<file path="src/rtl/triangle_pkg.sv">
// rtl/triangle_pkg.sv - state and direction encodings shared by the triangle generator and analyzer
package triangle_pkg;

   typedef enum logic [1:0] {
      IDLE       = 2'd0,
      ACQUIRE    = 2'd1,
      TRACK_UP   = 2'd2,
      TRACK_DOWN = 2'd3
   } state_t;

   localparam logic DIR_UP   = 1'b1;
   localparam logic DIR_DOWN = 1'b0;

   function automatic logic is_tracking(input state_t s);
      return (s == TRACK_UP) || (s == TRACK_DOWN);
   endfunction

endpackage

</file>
<file path="src/rtl/sat_counter.sv">
// rtl/sat_counter.sv - up counter that sticks at all-ones; clear wins over increment
module sat_counter #(
   parameter int WIDTH = 16
) (
   input  logic             clk,
   input  logic             rst,
   input  logic             clr,
   input  logic             inc,
   output logic [WIDTH-1:0] count
);

   localparam logic [WIDTH-1:0] ONE = {{(WIDTH-1){1'b0}}, 1'b1};

   always_ff @(posedge clk or negedge rst) begin
      if (!rst) begin
         count <= '0;
      end else if (clr) begin
         count <= '0;
      end else if (inc && (count != '1)) begin
         count <= count + ONE;
      end
   end

endmodule

</file>
<file path="src/rtl/triangle_analyzer.sv">
// rtl/triangle_analyzer.sv - locks onto a full-range triangle waveform, flags peaks/troughs/illegal steps
module triangle_analyzer
   import triangle_pkg::*;
#(
   parameter int N     = 8,
   parameter int CNT_W = 16
) (
   input  logic             clk,
   input  logic             rst,
   input  logic             ena,
   input  logic [N-1:0]     sample,
   output logic             direction,
   output logic             locked,
   output logic             peak_pulse,
   output logic             trough_pulse,
   output logic             step_error,
   output logic [CNT_W-1:0] err_count,
   output logic [CNT_W-1:0] period,
   output logic             period_valid
);

   localparam logic [N-1:0]     ONE     = {{(N-1){1'b0}}, 1'b1};
   localparam logic [N-1:0]     TOP     = '1;
   localparam logic [CNT_W-1:0] CNT_ONE = {{(CNT_W-1){1'b0}}, 1'b1};
   localparam logic [CNT_W-1:0] CNT_MAX = '1;

   state_t           state, state_next;
   logic [N-1:0]     prev, prev_inc, prev_dec;
   logic             dir_next, peak_next, trough_next, error_next;
   logic             seen_trough;
   logic [CNT_W-1:0] period_cnt;

   assign prev_inc = prev + ONE;
   assign prev_dec = prev - ONE;

   always_comb begin
      state_next  = state;
      dir_next    = direction;
      peak_next   = 1'b0;
      trough_next = 1'b0;
      error_next  = 1'b0;
      if (ena) begin
         case (state)
            IDLE: state_next = ACQUIRE;
            ACQUIRE: begin
               if (sample == prev_inc) begin
                  state_next = TRACK_UP;
                  dir_next   = DIR_UP;
               end else if (sample == prev_dec) begin
                  state_next = TRACK_DOWN;
                  dir_next   = DIR_DOWN;
               end else begin
                  error_next = 1'b1;
               end
            end
            TRACK_UP: begin
               // at the top the only legal move is the turn back down
               if (prev == TOP) begin
                  if (sample == prev_dec) begin
                     peak_next  = 1'b1;
                     state_next = TRACK_DOWN;
                     dir_next   = DIR_DOWN;
                  end else begin
                     error_next = 1'b1;
                  end
               end else if (sample != prev_inc) begin
                  error_next = 1'b1;
               end
            end
            TRACK_DOWN: begin
               if (prev == '0) begin
                  if (sample == prev_inc) begin
                     trough_next = 1'b1;
                     state_next  = TRACK_UP;
                     dir_next    = DIR_UP;
                  end else begin
                     error_next = 1'b1;
                  end
               end else if (sample != prev_dec) begin
                  error_next = 1'b1;
               end
            end
            default: state_next = IDLE;
         endcase
         if (error_next) state_next = ACQUIRE;
      end
   end

   always_ff @(posedge clk or negedge rst) begin
      if (!rst) begin
         state        <= IDLE;
         prev         <= '0;
         direction    <= DIR_UP;
         locked       <= 1'b0;
         peak_pulse   <= 1'b0;
         trough_pulse <= 1'b0;
         step_error   <= 1'b0;
         period       <= '0;
         period_valid <= 1'b0;
         seen_trough  <= 1'b0;
      end else begin
         state        <= state_next;
         direction    <= dir_next;
         locked       <= is_tracking(state_next);
         peak_pulse   <= peak_next;
         trough_pulse <= trough_next;
         step_error   <= error_next;
         period_valid <= trough_next && seen_trough;
         if (ena) prev <= sample;
         // the trough sample itself closes the period, hence the +1
         if (trough_next) begin
            period      <= (period_cnt == CNT_MAX) ? CNT_MAX : period_cnt + CNT_ONE;
            seen_trough <= 1'b1;
         end else if (error_next) begin
            seen_trough <= 1'b0;
         end
      end
   end

   sat_counter #(.WIDTH(CNT_W)) u_period_cnt (
      .clk   (clk),
      .rst   (rst),
      .clr   (trough_next || error_next),
      .inc   (ena && is_tracking(state)),
      .count (period_cnt)
   );

   sat_counter #(.WIDTH(CNT_W)) u_err_cnt (
      .clk   (clk),
      .rst   (rst),
      .clr   (1'b0),
      .inc   (error_next),
      .count (err_count)
   );

endmodule
</file>
<file path="config.mk">
export PLATFORM = sky130hd
export DESIGN_NAME = triangle_analyzer
export DESIGN_NICKNAME = d
export VERILOG_FILES = /design/src/rtl/triangle_pkg.sv /design/src/rtl/sat_counter.sv /design/src/rtl/triangle_analyzer.sv
export SDC_FILE = /design/constraint.sdc
export NUM_CORES = 1
export LEC_CHECK = 0
export ABC_AREA = 1
export CORE_MARGIN = 4
export CORE_UTILIZATION = 50
export CTS_CLUSTER_DIAMETER = 80
export DETAILED_ROUTE_END_ITERATION = 8
export GPL_TIMING_DRIVEN = 0
export PLACE_DENSITY = 0.73
export SLEW_MARGIN = 20
export SYNTH_ARGS = -nofsm -noshare
export SYNTH_HDL_FRONTEND = slang
export SYNTH_SLANG_ARGS = --single-unit
</file>
<file path="constraint.sdc">
create_clock -name clk -period 2.7 [get_ports clk]
set_clock_uncertainty 0.2 [all_clocks]
set_input_delay 0.675 -clock clk [delete_from_list [all_inputs] [get_ports clk]]
set_output_delay 0.675 -clock clk [all_outputs]
set_load 0.005 [all_outputs]
</file>
Word-level counts from Yosys, hierarchy flattened
Cells that the tools add are included.
{"block": "word_totals", "ff_bits": 65, "out_inout_bits": 38, "word_cells": 82}
{"block": "op_classes", "add_sub_neg": 4, "eq_ne": 16, "mux": 37, "n_reduce_logical": 13}
{"operator": "$mux 16", "count": 3}
{"operator": "$add 16x1->16 const B", "count": 2}
{"operator": "$ne 16x16->1 const B", "count": 2}
{"operator": "$mux 1", "count": 24}
{"operator": "$eq 16x16->1 const B", "count": 1}
{"operator": "$eq 8x8->1", "count": 2}
{"operator": "$ne 8x8->1", "count": 2}
{"operator": "$mux 2", "count": 7}
{"operator": "$add 8x1->8 const B", "count": 1}
{"operator": "$eq 2x2->1 const B", "count": 4}
{"operator": "$eq 8x8->1 const B", "count": 1}
{"operator": "$logic_not 8->1", "count": 1}
{"operator": "$pmux 2 s4", "count": 1}
{"operator": "$sub 8x1->8 const B", "count": 1}
{"operator": "$ne 2x2->1 const B", "count": 3}
{"operator": "$pmux 1 s3", "count": 2}
{"operator": "$reduce_and 5->1", "count": 1}
{"operator": "$logic_and 1x1->1", "count": 4}
{"operator": "$reduce_bool 2->1", "count": 2}
{"operator": "$logic_or 1x1->1", "count": 3}
{"operator": "$reduce_bool 3->1", "count": 1}
{"operator": "$eq 2x1->1 const B", "count": 1}
{"operator": "$logic_not 2->1", "count": 1}

Depth between registers and ports, before layout
Gate-level depths: netlist of run 1.
{"block": "depth", "ltp_word": 10, "depth_mapped": 17}

Cells and area by module
From an unflattened synthesis of run 1, not the netlist that was laid out.
{"block": "unflattened", "hier_cells": 648, "area_unflattened_um2": 4541.9}
{"module": "triangle_analyzer", "n_inst": 1, "cells_each": 360, "area_per_inst_um2": 2467.4, "seq_area_each_um2": 827.0}
{"module": "sat_counter", "n_inst": 2, "cells_each": 144, "area_per_inst_um2": 1037.2, "seq_area_each_um2": 400.4}

Worst setup path before layout of run 1
OpenSTA, ideal clock, no wires.
{"block": "synth_path", "kind": "reg-to-reg", "from": "register prev[0]", "to": "register u_period_cnt.count[15]", "setup_ps": 68, "arrival_time_ps": 2043, "setup_slack_ps": 389, "stages_incl_launch_ff": 15, "n_path_buf": 1, "path_cell_list": "dfrtp_1 > inv_2 > ha_1 > nor2_1 > o21ai_0 > nor2_1 > nand2_1 > nor2_2 > nand3_2 > nand3_2 > nand3_4 > nand2_4 > nand2_4 > buf_8 > nor2_4"}
{"block": "synth_via", "elab_chain_len": 9, "word_cells_on_any_way": 25, "classes_between": "2 x add/sub; 5 x eq/ne; 15 x mux; 3 x reduce/logical"}
{"element": "start: declaration", "line": "triangle_analyzer.sv:28", "source": "logic [N-1:0] prev, prev_inc, prev_dec;"}
{"element": "start signal: assignment", "line": "triangle_analyzer.sv:109", "source": "if (ena) prev <= sample;"}
{"element": "$sub 8x1->8 / $add 8x1->8 (equally long branches)", "line": "triangle_analyzer.sv:34, triangle_analyzer.sv:33"}
{"element": "$ne 8x8->1, or another cell as far along", "line": "triangle_analyzer.sv:79", "source": "end else if (sample != prev_dec) begin"}
{"element": "$mux 1, on equally long branches"}
{"element": "$mux 1, on equally long branches", "line": "triangle_analyzer.sv:71, triangle_analyzer.sv:58, triangle_analyzer.sv:46"}
{"element": "$pmux 1 s3", "line": "triangle_analyzer.sv:43", "source": "case (state)"}
{"element": "$mux 1 (2 in series)", "line": "triangle_analyzer.sv:42", "source": "if (ena) begin"}
{"element": "$logic_or 1x1->1 (*)", "line": "triangle_analyzer.sv:123", "source": ".clr (trough_next || error_next),"}
{"element": "$mux 16 / $reduce_bool 2->1 (equally long branches)"}
{"element": "end signal: assignment", "line": "sat_counter.sv:20", "source": "count <= count + ONE;"}
{"element": "end: declaration", "line": "sat_counter.sv:9", "source": "output logic [WIDTH-1:0] count"}
Every way passes the cells marked *; elsewhere a longest branch is shown, timed or not. The select of a mux whose other input is x is not followed.
A chain may end at the register's enable or synchronous reset.

Worst setup path in the final report of run 1
{"block": "layout_path", "from": "register u_period_cnt.count[0]", "to": "register u_period_cnt.count[15]"}
{"block": "layout_via", "elab_chain_len": 3, "word_cells_on_any_way": 6, "classes_between": "1 x add/sub; 1 x eq/ne; 2 x mux; 2 x reduce/logical"}
{"element": "$add 16x1->16 / $ne 16x16->1 (equally long branches)", "line": "sat_counter.sv:20, sat_counter.sv:19"}
{"element": "$mux 16 / $logic_and 1x1->1 (equally long branches)", "line": "sat_counter.sv:19", "source": "end else if (inc && (count != '1)) begin"}
{"element": "$mux 16 / $reduce_bool 2->1 (equally long branches)"}
Several ways; a longest one is shown, not always the timed one. The select of a mux whose other input is x is not followed.

==> results of run 1 <==
final timing paths:
path,from,endpoint,slack (ns),cells past startpoint
worst max register to register,u_period_cnt.count[0]$_DFFE_PN0P_,u_period_cnt.count[15]$_DFFE_PN0P_,0.15,11
min in group clk,seen_trough$_DFFE_PN0N_,seen_trough$_DFFE_PN0N_,0.26,2
worst min register to register,seen_trough$_DFFE_PN0N_,seen_trough$_DFFE_PN0N_,0.26,2
worst max-delay path,u_period_cnt.count[0]$_DFFE_PN0P_,u_period_cnt.count[15]$_DFFE_PN0P_,0.15,11
max in group asynchronous,rst,direction$_DFFE_PN1P_,1.69,2
worst min-delay path,rst,u_period_cnt.count[1]$_DFFE_PN0P_,0.02,1
layout make-up:
cell class                      count  area (um^2)  share of cell area
Multi-Input combinational cell    395         2190               0.429
Sequential cell                    65         1630               0.319
Timing Repair Buffer               57          571               0.112
Inverter                           78          295              0.0578
Clock buffer                       11          151              0.0296
Tap cell                          102          128              0.0250
Buffer                             16          110              0.0216
Clock inverter                      5         30.0             0.00588
metal layers:
layer	wire (um)	GRT usage	vias to the layer above
li1	-	-	1902
met1	4220	0.262	1687
met2	4510	0.306	85
met3	423	0.0439	10
met4	87	0.0536	0
met5	0	0	-
logic make-up (layout without fill, tap and decap cells):
logic type,Yosys count,count (layout),synth area share
AOI/OAI and AO/OA,50,50,0.0665
xor gates and xnor gates,27,27,0.0577
adders and majority gates,9,9,0.0275
buffers and inverters,94,167,0.0931
DFF,65,65,0.397
and+or+nand+nor,309,309,0.358
stage by stage:
step	std cells	power, mW
floorplan	554	1.32
global placement	704	1.48
detailed placement	705	1.49
CTS	721	2.25
global route	729	2.37
finish	729	2.25
worst register-to-register path: stages, from the launching register on:
cell and delay [ns]:
dfrtp_1 0.43, ha_1 0.22, nand2_1 0.07, nor2_1 0.21, nand3_1 0.18, nor3_2 0.22
nand3_1 0.10, nand2_1 0.10, inv_1 0.06, clkbuf_1 0.21, o21ai_0 0.38, nor2_4 0.07
sequential cells by signal, indices dropped and copies added (netlist names):
register / cells
u_period_cnt.count: 16
u_err_cnt.count: 16
seen_trough: 1
prev: 8
step_error: 1
period_valid: 1
state: 2
period: 16
peak_pulse: 1
direction: 1
locked: 1
trough_pulse: 1
report_power, final:
part | leakage, nW | internal (mW) | total [mW] | switching (mW)
logic | 1.53 | 0.186 | 0.399 | 0.213
clock network | 0.0911 | 0.378 | 0.754 | 0.376
registers | 0.874 | 1.02 | 1.10 | 0.0730
total | 2.50 | 1.59 | 2.25 | 0.663
synth_stat cells, types with 2 or more instances:
cell type  instances  area (um^2)
clkbuf_1           8         30.0
o22ai_1            6         37.5
nand2_1          146          548
nor3_1             5         25.0
nor2_1            52          195
nand2_4            2         22.5
o21ai_0           31          155
inv_2              3         11.3
xor2_1            18          158
nand4_1           24          150
inv_1             74          278
nand2_2            3         18.8
a21oi_1            7         35.0
nor2_4            11          124
xnor2_1            9         78.8
buf_2              5         25.0
dfrtp_1           64         1600
nand3_1           51          255
nand3_2            5         50.1
ha_1               9          113
nor2_2             5         31.3
what timing repair did:
action	in CTS	in global routing
pin swaps	0	7
gates cloned	0	2
setup endpoints to repair	6	50
resized for setup	1	44
buffers inserted	0	6
hold buffers	0	0
==> metrics.cfg, run 1 <==
[power]
ir_worst_vdd_mv = 0.363
power_density_nw_per_um2 = 441
p_leak_nw = 2.50

[worst_hold_path]
hold_class = input pin to asynchronous set/reset pin

[worst_setup_path]
end_kind = flop
crit_chain = ha_1, nand2_1, nor2_1, nand3_1, nor3_2, nand3_1, nand2_1, inv_1, clkbuf_1, o21ai_0, nor2_4
cp-start-kind = flop
critPathArrivalTime_ns = 2.58
path_class = flop to flop
crit_slowest_cell = dfrtp_1
critPathBufInv = 2
critPathMaxStageDelay_ns = 0.43
worstPathMaxFanout = 10
cp.required_ns = 2.73
crit_family = simple AND/OR/NAND/NOR gates

[floorplanning]
die_w_um = 98.5
core_um2 = 7850
start_util = 0.522
dieHeight_um = 98.5
boundaryPins = 49
dieArea_um2 = 9710
std_cell_rows = 32

[grt]
grt_pass1_wl_mm = 15.4
antenna_found_initial = 0
grt_use_total = 0.191
grt_pass1_vias = 3357
grt_max_degree = 42
grt_overflow = 0

[logic_synthesis]
synthArstFlopShare = 1.00
synthesis.nets = 574
synth-seq-cells = 65
synth_edf_count = 0
synthFlopType = dfrtp_1
synthCells = 554
ys_warn_count = 0
synth_cell_type_count = 37
ys_seq_area_frac = 0.397
mappedNetlistArea_um2 = 4100
syn_avg_cell_area_um2 = 7.40

[drt]
drt_iter0_markers = 211
antenna_left = 0
wl_per_cell_um = 12.7
dr.pass1.iters = 5
num_vias = 3684
via_per_inst = 5.05
routed_wl_mm = 9.24
drcViolationCount = 0

[clock_tree]
root_buffer = clkbuf_8
clk_pin_slew_ns = 0.07
insertion_delay_ns = 0.35
cts_tree = done
cts_buffers = 9
numClockSinks = 65
htree_levels = 3
cts_buffer_depth = 2

[sta]
final-hold-violation-count = 0
slew_headroom = 0.653
fmax_mhz = 392
setup_tns_ns = 0
final-max-slew-violation-count = 0
min_period_ns = 2.55
timing.final.ws_setup_ns = 0.147
worst_pin_slew_ns = 0.520
whs_ns = 0.0173
setup_violations = 0
fin_crit_sh = 0.946

[finish]
nNetsFinal = 642
final_layout_size_suffix_gt1_frac = 0.132
fin_area_um2 = 5110
antenna_cells = 0
final_common_cell = nand2_1
utilization = 0.651
area_growth_syn_to_layout_pct = 24.6
final_cell_mix = 144 x nand2_1, 73 x inv_1, 62 x dfrtp_1
num-fill-cells = 684

[placed_design]
place_ws_ns = -0.382
place_congestion = 0.924
place_hpwl_mm = 6.76
placed_cell_area_um2 = 4720
io_buffers = 48

[run]
maxCapViolations = 0

[outcome]
status = finished clean

Note: power is estimated with default switching activity, not from simulation.
==> inputs of run 2 (changes only) <==
Settings changed: CTS_CLUSTER_DIAMETER 80 to 50, REMOVE_ABC_BUFFERS from default to 1.
==> run 2 against run 1 <==
  * Die area did not move
  * Combinational power grew 1%
  * Critical path type is now input pin to flop
  * Hold slack gained 0.0043 ns
  * Power up 7.4%
  * First-iteration DRC count down 13%
  * Utilization rose by 2.0 points
  * Highest routed layer unchanged
  * Non-clock buffer count shrank 4
==> metrics.cfg, run 2 (synthesis gave the netlist of run 1 again) <==
[grt]
antenna_found_initial = 0  ; unchanged
grt_pass1_vias = 3624  ; +8.0%
grt-busiest-layer = met2
grt_pass1_wl_mm = 16.0  ; +4.2%
use_met1 = 0.252  ; -0.0100
grtUsageMet2 = 0.341  ; +0.0354
grt_max_degree = 44  ; +4.8%
grt_overflow = 0  ; unchanged
grt_use_total = 0.198  ; +0.00653
met3_usage = 0.0368  ; -0.00708

[clock_tree]
cts_buffer_depth = 2  ; unchanged
htree_levels = 3  ; unchanged
cts_tree = done
clk_pin_slew_ns = 0.07  ; about the same
root_buffer = clkbuf_8
insertion_delay_ns = 0.34  ; about the same
cts_hold_buf = 0  ; unchanged
cts_buffers = 9  ; unchanged
numClockSinks = 65  ; unchanged

[placed_design]
dp.cells = 690  ; -2.1%
place_congestion = 0.888  ; -4.0%
place_hpwl_mm = 6.34  ; -6.3%
io_buffers = 48  ; unchanged

[floorplanning]
dieHeight_um = 98.5  ; unchanged
die_w_um = 98.5  ; unchanged
core_um2 = 7850  ; unchanged
boundaryPins = 49  ; unchanged
std_cell_rows = 32  ; unchanged
dieArea_um2 = 9710  ; unchanged
start_util = 0.522  ; unchanged

[drt]
drt_iter0_markers = 183  ; -13%
antenna_left = 0  ; unchanged
dr.pass1.iters = 6  ; +1
routed_wl_mm = 9.58  ; +3.7%
via_per_inst = 5.13  ; +1.5%
wl_per_cell_um = 13.2  ; +4.0%
num_vias = 3728  ; +1.2%
drcViolationCount = 0  ; unchanged

[finish]
final_common_cell = nand2_1
num-fill-cells = 660  ; -3.5%
reg_top3 = period x16, u_err_cnt.count x16, u_period_cnt.count x16
final_cell_mix = 143 x nand2_1, 73 x inv_1, 63 x dfrtp_1
utilization = 0.670  ; +0.0196
area_growth_syn_to_layout_pct = 28.3
final_layout_size_suffix_gt1_frac = 0.147  ; +0.0148
nNetsFinal = 641  ; -0.16%
final_cell_count_no_fill = 727  ; -0.27%
antenna_cells = 0  ; unchanged

[worst_setup_path]
crit_slowest_cell = clkdlybuf4s50_1
critPathArrivalTime_ns = 2.69  ; +0.11 ns
cp.required_ns = 2.77  ; +0.04 ns
crit_family = simple AND/OR/NAND/NOR gates
cpMostUsedCell = nand2_1
critPathMaxStageDelay_ns = 0.49  ; +0.06 ns
cp-start-kind = input pin
end_kind = flop
worstPathMaxFanout = 8  ; -2
path_class = input pin to flop
critPathBufInv = 2  ; unchanged
crit_chain = clkdlybuf4s50_1, nand2_1, nand2_1, o21ai_0, nor2_1, nand2_1, nor2_4, nand3_4, buf_4, nand3_2, nand3_4, nand2_8, nand2_8, nor2_4

[power]
p_leak_nw = 2.55  ; +1.9%
ir_worst_vdd_mv = 0.484  ; +33%
pwr-share-seq = 0.453  ; -0.034
p_int_mw = 1.75  ; +10%
p_sw_mw = 0.667  ; +0.64%
sw_frac_of_total = 0.276  ; -0.0186
power_density_nw_per_um2 = 459  ; +4.3%
power_frac_clock = 0.380  ; +0.045
combPwrFrac = 0.167  ; -0.010

[sta]
slew_headroom = 0.567  ; -0.0864
final-max-slew-violation-count = 0  ; unchanged
fin_crit_sh = 0.968  ; +0.0225
min_period_ns = 2.61  ; +0.0608 ns
final-hold-violation-count = 0  ; unchanged
worst_pin_slew_ns = 0.648  ; +0.128 ns
fmax_mhz = 383  ; -2.3%
setup_violations = 0  ; unchanged

[run]
maxCapViolations = 0  ; unchanged

[outcome]
status = finished clean

[worst_hold_path]
hold_class = input pin to asynchronous set/reset pin

## run 2: cell types whose count changed in the layout (fill, tap and decap cells not counted), moves of 3 or more
cell	delta
buf_4	+7
clkbuf_1	-6
dlymetal6s2s_1	-3
nand2_8	+3
buf_2	-3
nand3_1	-4
nand3_2	+4
## run 2: final timing paths
| kind | to | cells after the start | startpoint | slack [ns] |
|---|---|---|---|---|
| worst min-delay path | period[2]$_DFFE_PN0P_ | 1 | rst | 0.02 |
| worst min register to register | seen_trough$_DFFE_PN0N_ | 2 | seen_trough$_DFFE_PN0N_ | 0.27 |
| max in group asynchronous | direction$_DFFE_PN1P_ | 2 | rst | 1.69 |
| worst max-delay path | u_period_cnt.count[7]$_DFFE_PN0P_ | 14 | sample[0] | 0.09 |
| worst max register to register | u_period_cnt.count[7]$_DFFE_PN0P_ | 15 | prev[0]$_DFFE_PN0P_ | 0.12 |
| min in group clk | seen_trough$_DFFE_PN0N_ | 2 | seen_trough$_DFFE_PN0N_ | 0.27 |
## run 2: metal layers
layer / vias to the layer above / share of wire / wire [um]
met5: - / 0 / 0
met4: 0 / 0.0097 / 93
met3: 8 / 0.036 / 341
met2: 84 / 0.50 / 4810
met1: 1725 / 0.45 / 4340
li1: 1911 / - / -
## run 2: cell type report
class | instances | area (um^2) | area share
Tap cell | 102 | 128 | 0.0243
Inverter | 78 | 293 | 0.0557
Sequential cell | 65 | 1630 | 0.310
Clock inverter | 5 | 78.8 | 0.0150
Timing Repair Buffer | 69 | 732 | 0.139
Multi-Input combinational cell | 398 | 2260 | 0.430
Clock buffer | 10 | 138 | 0.0262
## run 2: timing repair
item                       in CTS  in global routing
buffers inserted                9                  8
hold endpoints to repair        0                  0
setup endpoints to repair      50                 51
gates cloned                    2                  3
resized for setup              11                 29
pin swaps                       5                 12
## run 2: power by group through the flow
stage	logic [mW]	registers, mW	clock network (mW)
final	0.403	1.09	0.919
after global routing	0.457	1.11	0.980
after floorplan	0.208	1.10	0
after global placement	0.359	1.11	0
after detailed placement	0.370	1.11	0
after CTS	0.383	1.09	0.943
## run 2: through the flow
stage | hold slack, ns | area [um^2] | total power [mW] | setup TNS [ns] | setup WS [ns]
4_1_cts | 0.0152 | 5050 | 2.42 | 0 | 0.000544
3_5_place_dp | 0.252 | 4670 | 1.48 | -38.19 | -0.955
3_3_place_gp | 0.249 | 4620 | 1.47 | -158.60 | -1.54
5_1_grt | 0.0340 | 5260 | 2.54 | -0.105 | -0.0281
6_report | 0.0216 | 5260 | 2.42 | 0 | 0.0861
2_1_floorplan | 0.179 | 4010 | 1.31 | -2.37 | -0.286
==> inputs of run 3 (changes only) <==
Settings changed: PLACE_DENSITY 0.73 to 0.82.
==> run 3 against run 2 <==
  * Utilization down 0.78 points
  * Register-to-register slack better by 0.05 ns
  * Via count up 5.1%
  * Setup slack better by 0.036 ns
  * Sequential cell count unchanged
  * First-iteration DRC count up 56%
  * Combinational power down 2%
  * Design area down 1.2%
  * Critical endpoint is now u_period_cnt.count[8]$_DFFE_PN0P_
  * Largest power group unchanged
  * Highest routed layer unchanged
==> metrics.cfg, run 3 (synthesis gave the netlist of run 1 again) <==
[finish]
num-fill-cells = 643  ; -2.6%
antenna_cells = 0  ; unchanged
utilization = 0.662  ; -0.00781
fin_area_um2 = 5200  ; -1.2%
area_growth_syn_to_layout_pct = 26.8
final_cell_mix = 143 x nand2_1, 72 x inv_1, 63 x dfrtp_1
final_layout_size_suffix_gt1_frac = 0.148  ; +0.000654
final_cell_count_no_fill = 731  ; +0.55%
nNetsFinal = 644  ; +0.47%
reg_top3 = period x16, u_err_cnt.count x16, u_period_cnt.count x16
final_common_cell = nand2_1

[clock_tree]
insertion_delay_ns = 0.35  ; about the same
cts_buffer_depth = 2  ; unchanged
numClockSinks = 65  ; unchanged
clk_pin_slew_ns = 0.08  ; about the same
cts_tree = done
root_buffer = clkbuf_8
cts_buffers = 9  ; unchanged
htree_levels = 3  ; unchanged

[placed_design]
place_congestion = 0.908  ; +2.3%
placed_cell_area_um2 = 4650  ; -0.32%
place_hpwl_mm = 6.45  ; +1.8%
io_buffers = 48  ; unchanged
dp.cells = 689  ; -0.14%

[power]
sw_frac_of_total = 0.305  ; +0.0295
combPwrFrac = 0.168  ; about the same
power_density_nw_per_um2 = 453  ; -1.4%
pwr-share-seq = 0.465  ; +0.012
p_leak_nw = 2.50  ; -2.0%
power_frac_clock = 0.367  ; -0.013
p_int_mw = 1.64  ; -6.5%
p_sw_mw = 0.719  ; +7.9%
ir_worst_vdd_mv = 0.376  ; -22%

[grt]
grt_max_degree = 49  ; +11%
antenna_found_initial = 0  ; unchanged
grt_pass1_vias = 3668  ; +1.2%
grt_use_total = 0.207  ; +0.00919
grt_pass1_wl_mm = 16.9  ; +5.4%
grt_overflow = 0  ; unchanged

[sta]
fmax_mhz = 388  ; +1.4%
setup_tns_ns = 0  ; unchanged
worst_pin_slew_ns = 0.617  ; -0.0315 ns
final-hold-violation-count = 0  ; unchanged
slew_headroom = 0.588  ; +0.0210
setup_violations = 0  ; unchanged
final-max-slew-violation-count = 0  ; unchanged
fin_crit_sh = 0.955  ; -0.0132
whs_ns = 0.269  ; +0.248 ns
min_period_ns = 2.58  ; -0.0355 ns

[floorplanning]
core_um2 = 7850  ; unchanged
boundaryPins = 49  ; unchanged
dieArea_um2 = 9710  ; unchanged
dieHeight_um = 98.5  ; unchanged
std_cell_rows = 32  ; unchanged
die_w_um = 98.5  ; unchanged
start_util = 0.522  ; unchanged

[drt]
routed_wl_mm = 10.2  ; +6.9%
antenna_left = 0  ; unchanged
drt_iter0_markers = 286  ; +56%
wl_per_cell_um = 14.0  ; +6.3%
num_vias = 3918  ; +5.1%
drcViolationCount = 0  ; unchanged
dr.pass1.iters = 5  ; -1
via_per_inst = 5.36  ; +4.5%

[worst_hold_path]
hold_class = flop to flop

[run]
maxCapViolations = 0  ; unchanged

[worst_setup_path]
crit_family = simple AND/OR/NAND/NOR gates
end_kind = flop
cp-start-kind = input pin
critPathMaxStageDelay_ns = 0.52  ; +0.03 ns
crit_chain = clkdlybuf4s50_1, inv_1, nand3_1, nand2_1, nor2_1, nand2_1, nor2_4, nand3_4, nand3_2, nand3_4, nand2_8, nand2_8, nor2_4
cp.required_ns = 2.78  ; about the same
crit_slowest_cell = clkdlybuf4s50_1
critPathBufInv = 2  ; unchanged
critPathArrivalTime_ns = 2.66  ; -0.03 ns
worstPathMaxFanout = 8  ; unchanged
path_class = input pin to flop

[outcome]
status = finished clean

==> run 3: changes by cell type in the layout (fill, tap and decap cells not counted), sizes merged <==
| cell | previous run | this run |
|---|---|---|
| dlygate4sd3 | 0 | 1 |
| clkdlybuf4s50 | 42 | 43 |
| buf | 20 | 22 |
| nor3 | 6 | 7 |
| clkinvlp | 0 | 5 |
| clkbuf | 10 | 9 |
| bufbuf | 2 | 0 |
| clkinv | 3 | 2 |
| dlygate4sd2 | 1 | 0 |
| bufinv | 2 | 1 |
==> run 3: worst paths after layout <==
path / from / to / slack, ns / cells past startpoint
min in group asynchronous: rst / prev[2]$_DFFE_PN0P_ / 0.54 / 2
max: sample[2] / u_period_cnt.count[8]$_DFFE_PN0P_ / 0.12 / 13
max in group asynchronous: rst / direction$_DFFE_PN1P_ / 1.18 / 3
min reg2reg: seen_trough$_DFFE_PN0N_ / seen_trough$_DFFE_PN0N_ / 0.27 / 2
min: seen_trough$_DFFE_PN0N_ / seen_trough$_DFFE_PN0N_ / 0.27 / 2
max reg2reg: prev[0]$_DFFE_PN0P_ / u_period_cnt.count[8]$_DFFE_PN0P_ / 0.17 / 14
==> run 3: worst register-to-register path, delay by kind of cell (launching register included) <==
family | cells | cell delay, ns
adder cells (fa/ha/maj) | 1 | 0.25
buffers and inverters | 1 | 0.10
flip-flops | 1 | 0.43
AND/OR/NAND/NOR | 12 | 1.50
==> run 3: power by group through the flow <==
stage | Combinational [mW] | Sequential (mW) | Clock [mW]
3_5_place_dp | 0.372 | 1.11 | 0
5_1_grt | 0.445 | 1.11 | 0.922
3_3_place_gp | 0.356 | 1.11 | 0
4_1_cts | 0.385 | 1.09 | 0.877
6_report | 0.396 | 1.09 | 0.865
2_1_floorplan | 0.208 | 1.10 | 0
==> run 3: stage by stage <==
stage,total power [mW],setup slack (ns)
2_1_floorplan,1.31,-0.286
3_3_place_gp,1.47,-1.42
3_5_place_dp,1.48,-1.08
4_1_cts,2.35,0.00523
5_1_grt,2.47,-0.0633
6_report,2.35,0.122
==> run 3: timing repair <==
action                                 in CTS  in global routing
hold buffers                                1                  0
endpoints found under the hold margin       6                  0
cloned                                      1                  5
pin swaps                                   2                 14
setup endpoints to repair                  54                 55
resized for setup                          11                 27
setup buffers                               5                 14
==> run 3: cell type report <==
type	count	area (um^2)	area share
flip-flops and latches	65	1630	0.313
clock buffers	9	124	0.0238
multi-input cells	399	2250	0.433
repair buffers	70	686	0.132
inverters	78	297	0.0570
clock inverters	7	78.8	0.0152
well taps	102	128	0.0245
repair inverters	1	7.51	0.00144
==> run 3: routing by layer <==
| layer | vias to the layer above | track usage | part of all wire |
|---|---|---|---|
| met5 | - | 0 | 0 |
| met4 | 0 | 0.0662 | 0.019 |
| met3 | 23 | 0.0340 | 0.054 |
| met2 | 120 | 0.345 | 0.50 |
| met1 | 1856 | 0.276 | 0.42 |
| li1 | 1919 | - | - |
